### src/rtl/rsp_router_16.sv
// Routes in-order responses from a shared target back to the requester that was granted,
// using a FIFO of grant indices and a single registered output stage.
module rsp_router_16 #(
  parameter int DATA_W = 256,
  parameter int DEPTH  = 16
) (
  input  logic                       clk,
  input  logic                       rst_n,
  input  logic                       grant_vld,
  input  logic [3:0]                 grant_idx,
  output logic                       grant_rdy,
  input  logic                       rsp_vld,
  input  logic [DATA_W-1:0]          rsp_data,
  output logic                       rsp_rdy,
  output logic [15:0]                out_vld,
  output logic [DATA_W-1:0]          out_data,
  input  logic [15:0]                out_rdy,
  output logic [$clog2(DEPTH):0]     outstanding,
  output logic                       err_unexp
);

  localparam int PTR_W = $clog2(DEPTH);
  localparam int CNT_W = PTR_W + 1;

  logic [3:0]        fifo_mem [DEPTH];

  logic [PTR_W-1:0]  wr_ptr_q, wr_ptr_d;
  logic [PTR_W-1:0]  rd_ptr_q, rd_ptr_d;
  logic [CNT_W-1:0]  count_q, count_d;
  logic              out_full_q, out_full_d;
  logic [3:0]        out_idx_q, out_idx_d;
  logic [DATA_W-1:0] out_data_q, out_data_d;
  logic              err_q, err_d;

  logic              fifo_empty;
  logic              stage_free;
  logic              push;
  logic              pop;
  logic [3:0]        head_idx;

  always_comb begin
    fifo_empty = (count_q == '0);
    grant_rdy  = (count_q < CNT_W'(DEPTH));
    stage_free = !out_full_q || out_rdy[out_idx_q];
    rsp_rdy    = fifo_empty || stage_free;
    push       = grant_vld && grant_rdy;
    // A beat arriving with nothing queued is dropped, even if a grant lands this cycle.
    pop        = rsp_vld && !fifo_empty && stage_free;
    head_idx   = fifo_mem[rd_ptr_q];

    wr_ptr_d   = wr_ptr_q;
    rd_ptr_d   = rd_ptr_q;
    count_d    = count_q;
    out_full_d = out_full_q;
    out_idx_d  = out_idx_q;
    out_data_d = out_data_q;
    err_d      = err_q;

    if (push) begin
      wr_ptr_d = wr_ptr_q + PTR_W'(1);
    end

    if (pop) begin
      rd_ptr_d   = rd_ptr_q + PTR_W'(1);
      out_full_d = 1'b1;
      out_idx_d  = head_idx;
      out_data_d = rsp_data;
    end else if (out_full_q && out_rdy[out_idx_q]) begin
      out_full_d = 1'b0;
    end

    case ({push, pop})
      2'b10:   count_d = count_q + CNT_W'(1);
      2'b01:   count_d = count_q - CNT_W'(1);
      default: count_d = count_q;
    endcase

    if (rsp_vld && fifo_empty) begin
      err_d = 1'b1;
    end
  end

  // Index storage carries no reset; validity is tracked entirely by the pointers and count.
  always_ff @(posedge clk) begin
    if (push) begin
      fifo_mem[wr_ptr_q] <= grant_idx;
    end
  end

  always_ff @(posedge clk or negedge rst_n) begin
    if (!rst_n) begin
      wr_ptr_q   <= '0;
      rd_ptr_q   <= '0;
      count_q    <= '0;
      out_full_q <= 1'b0;
      out_idx_q  <= '0;
      out_data_q <= '0;
      err_q      <= 1'b0;
    end else begin
      wr_ptr_q   <= wr_ptr_d;
      rd_ptr_q   <= rd_ptr_d;
      count_q    <= count_d;
      out_full_q <= out_full_d;
      out_idx_q  <= out_idx_d;
      out_data_q <= out_data_d;
      err_q      <= err_d;
    end
  end

  assign out_vld     = out_full_q ? (16'b1 << out_idx_q) : 16'b0;
  assign out_data    = out_data_q;
  assign outstanding = count_q;
  assign err_unexp   = err_q;

endmodule

### config.mk
export PLATFORM = sky130hd
export DESIGN_NAME = rsp_router_16
export DESIGN_NICKNAME = d
export VERILOG_FILES = /design/src/rtl/rsp_router_16.sv
export SDC_FILE = /design/constraint.sdc
export NUM_CORES = 1
export LEC_CHECK = 0
export CORE_AREA = 5 5 216 218
export DETAILED_ROUTE_END_ITERATION = 7
export DIE_AREA = 0 0 221 223
export GPL_TIMING_DRIVEN = 1
export PLACE_DENSITY_LB_ADDON = 0.25
export RECOVER_POWER = 25
export SYNTH_ARGS = -nofsm -noshare
export SYNTH_HDL_FRONTEND = slang
export SYNTH_SLANG_ARGS = --single-unit
export TNS_END_PERCENT = 5
### constraint.sdc
create_clock -name clk -period 7.2 [get_ports clk]
set_input_delay 1.08 -clock clk [delete_from_list [all_inputs] [get_ports clk]]
set_output_delay 1.08 -clock clk [all_outputs]
set_load 0.01 [all_outputs]
==> flow_summary.json <==
{
  "portBuffers": 559,
  "overflow": 0,
  "critical_path.cell_chain": "clkbuf_2, clkbuf_1",
  "cts_resized": 0,
  "final_antenna_net_count": 0,
  "num_vias": 8818,
  "syn_nets": 1079,
  "clk_pin_slew_ns": 0.05,
  "critPathCaptureType": "asynchronous set/reset pin",
  "antenna_found_initial": 5,
  "worst_r2r_startpoint": "out_idx_q[1]$_DFFE_PN0P_",
  "powerDensity_nw_per_um2": 473.6,
  "drtIter0Drc": 356,
  "finalMaxSlewViolations": 225,
  "ctsRootBufferMaster": "clkbuf_16",
  "grt_pass1_vias": 9702,
  "ys_seq_area_share_pct": 64.84,
  "finClkSkew_ns": 0.01265,
  "min_period_ns": 4.658,
  "worst-path-max-fanout": 126,
  "syn_area_um2": 13580,
  "whs_ns": 0.4928,
  "drive_gt1_share_pct": 25.00,
  "r2r_cells": 12,
  "mostFrequentLayoutCells": "clkdlybuf4s50_1, dfrtp_1, mux2_2, mux2_4, edfxtp_1",
  "syn-instance-count": 791,
  "cts_made_buffers": 41,
  "io_pins": 560,
  "finalHoldViolations": 0,
  "rrSetupSlack_ns": 3.97,
  "violations": "max-capacitance violations, max-slew violations",
  "rsz0062_at_grt": "no",
  "place_hpwl_um": 32100,
  "core-area_um2": 44700,
  "yosys_warnings": 0,
  "outcome": "complete, but fails checks",
  "grt_usage_pct": 16.57,
  "hold_buffers": 0,
  "fill_cells": 4003,
  "clock-sinks": 339,
  "post_cts_buffers": 0,
  "fp.dieH_um": 223,
  "drc": 0,
  "dr.pass1.iters": 5,
  "worstMarginPinSlew_ns": 3.353,
  "synth.avg_cell_area_um2": 17.16,
  "slowest_stage": "clkbuf_2",
  "gp_congestion": 0.8078,
  "path_buf_inv": 2,
  "wirelength_um": 42350,
  "critPathTopFamily": "buffers and inverters",
  "cts_tree": "done",
  "cp.required_ns": 7.49,
  "cts_max_level": 2,
  "synthToLayoutAreaGrowth_pct": 55.32,
  "ys_types": 40,
  "setup_viol": 0,
  "grt_max_degree": 145,
  "final.setup.tns_ns": 0,
  "hold_class": "register to register",
  "clock_latency_ns": 0.54,
  "crit_start": "rst_n",
  "finalCritPeriodShare_pct": 64.70,
  "max_cap_violations": 3,
  "nets": 1650,
  "row_count": 78,
  "viasPerCell": 4.427,
  "fmax_mhz": 214.7,
  "final_common_cell": "clkdlybuf4s50_1",
  "initial_core_util_pct": 30.37,
  "criticalPathCategory": "input pin to asynchronous set/reset pin",
  "slew_headroom_pct": -123.5,
  "ys_ff_latch": 339,
  "cp-start-kind": "input pin",
  "cp.depth": 2,
  "wl_per_cell_um": 21.26,
  "die_x_um": 221,
  "ir_drop_v": 0.0002693,
  "slowest_delay_ns": 2.22,
  "die-area_um2": 49280,
  "cp_data_arrival_time_ns": 4.95,
  "timing.rr.end": "outstanding[4]$_DFFE_PN0P_",
  "cts_max_path_buffers": 3,
  "leakage_nw": 8.454,
  "critical_path.endpoint": "out_data[244]$_DFFE_PN0P_",
  "grt_pass1_wl_um": 63150
}
-- registers in the layout (all words and copies together) (netlist names) --
register / count
out_data: 256
fifo_mem: 64
outstanding: 5
out_idx_q: 4
rd_ptr_q: 4
wr_ptr_q: 4
err_unexp: 1
out_full_q: 1
-- metrics by stage --
step           total power, W  setup slack (ns)  cells  utilization, %  area (um^2)
2_1_floorplan        0.005624             3.768    791               -        13580
3_3_place_gp         0.007844             2.804   1919           44.02        19670
3_5_place_dp         0.007911             2.805   1919           44.02        19670
4_1_cts               0.01014             2.790   1988           47.19        21090
5_1_grt               0.01051             1.660   1992           47.18        21090
6_report             0.009987             2.542   1992           47.18        21090
-- worst min-delay path by stage --
stage | startpoint | endpoint | slack (ns) | depth (start not counted)
2_1_floorplan | rd_ptr_q[3]$_DFFE_PN0P_ | rd_ptr_q[3]$_DFFE_PN0P_ | 0.49 | 1
3_3_place_gp | err_unexp$_DFFE_PN0P_ | err_unexp$_DFFE_PN0P_ | 0.46 | 1
3_5_place_dp | err_unexp$_DFFE_PN0P_ | err_unexp$_DFFE_PN0P_ | 0.46 | 1
4_1_cts | err_unexp$_DFFE_PN0P_ | err_unexp$_DFFE_PN0P_ | 0.49 | 1
5_1_grt | err_unexp$_DFFE_PN0P_ | err_unexp$_DFFE_PN0P_ | 0.51 | 1
6_report | err_unexp$_DFFE_PN0P_ | err_unexp$_DFFE_PN0P_ | 0.49 | 1
-- area by class of cell --
type / instances / area [um^2] / share of cell area, %
antenna: 4 / 10.01 / 0.04747
clock buffer: 56 / 1195 / 5.666
clock inverter: 13 / 225.2 / 1.068
inverter: 10 / 37.54 / 0.1780
multi-input combinational: 405 / 4424 / 20.98
sequential: 339 / 8803 / 41.75
tap: 600 / 750.7 / 3.560
timing repair buffer: 565 / 5642 / 26.75
-- cell usage after synthesis (all sizes together) --
| library cell | count | area share, % |
|---|---|---|
| a21boi | 1 | 0.083 |
| a21oi | 4 | 0.15 |
| a221oi | 1 | 0.11 |
| a222oi | 2 | 0.15 |
| a22o | 6 | 0.39 |
| a22oi | 2 | 0.11 |
| a31oi | 1 | 0.046 |
| a41oi | 1 | 0.065 |
| and2 | 18 | 0.83 |
| and3 | 1 | 0.046 |
| buf | 32 | 2.2 |
| clkbuf | 5 | 0.14 |
| dfrtp | 275 | 51 |
| edfxtp | 64 | 14 |
| ha | 8 | 0.74 |
| inv | 10 | 0.28 |
| mux2 | 259 | 23 |
| mux2i | 6 | 0.44 |
| mux4 | 17 | 2.8 |
| nand2 | 12 | 0.33 |
| nand3 | 3 | 0.11 |
| nand3b | 2 | 0.11 |
| nand4 | 2 | 0.092 |
| nor2 | 20 | 0.55 |
| nor2b | 4 | 0.18 |
| nor3 | 6 | 0.22 |
| nor3b | 1 | 0.055 |
| o21ai | 7 | 0.26 |
| o21bai | 1 | 0.055 |
| o22ai | 3 | 0.14 |
| o31ai | 1 | 0.055 |
| or2 | 1 | 0.046 |
| or3 | 2 | 0.092 |
| xnor2 | 6 | 0.39 |
| xor2 | 7 | 0.45 |
-- logic make-up (layout without fill, tap and decap cells) --
group,after synthesis,in the layout,share of synthesized area (%)
AO/OA/AOI/OAI,30,30,1.604
XOR/XNOR,13,13,0.8386
adder cells (fa/ha/maj),8,8,0.7373
buffers and inverters,47,644,2.627
flip-flops,339,339,64.84
multiplexers,282,282,26.68
other,0,4,0
AND/OR/NAND/NOR,72,72,2.673
-- power breakdown --
part	leakage, nW	total, W	internal [W]	switching (W)
clock	0.686	0.00217	0.00137	0.000796
combinational	3.97	0.00451	0.00273	0.00178
sequential	3.80	0.00331	0.00279	0.000524
total	8.45	0.00999	0.00689	0.00310
-- routing by layer --
layer,global-route usage (%),share of wire (%)
met2,28.66,51
met5,0,0
met3,5.618,7.6
met4,6.162,3.2
met1,19.15,38
No activity file was read; power rests on OpenSTA's default activity.
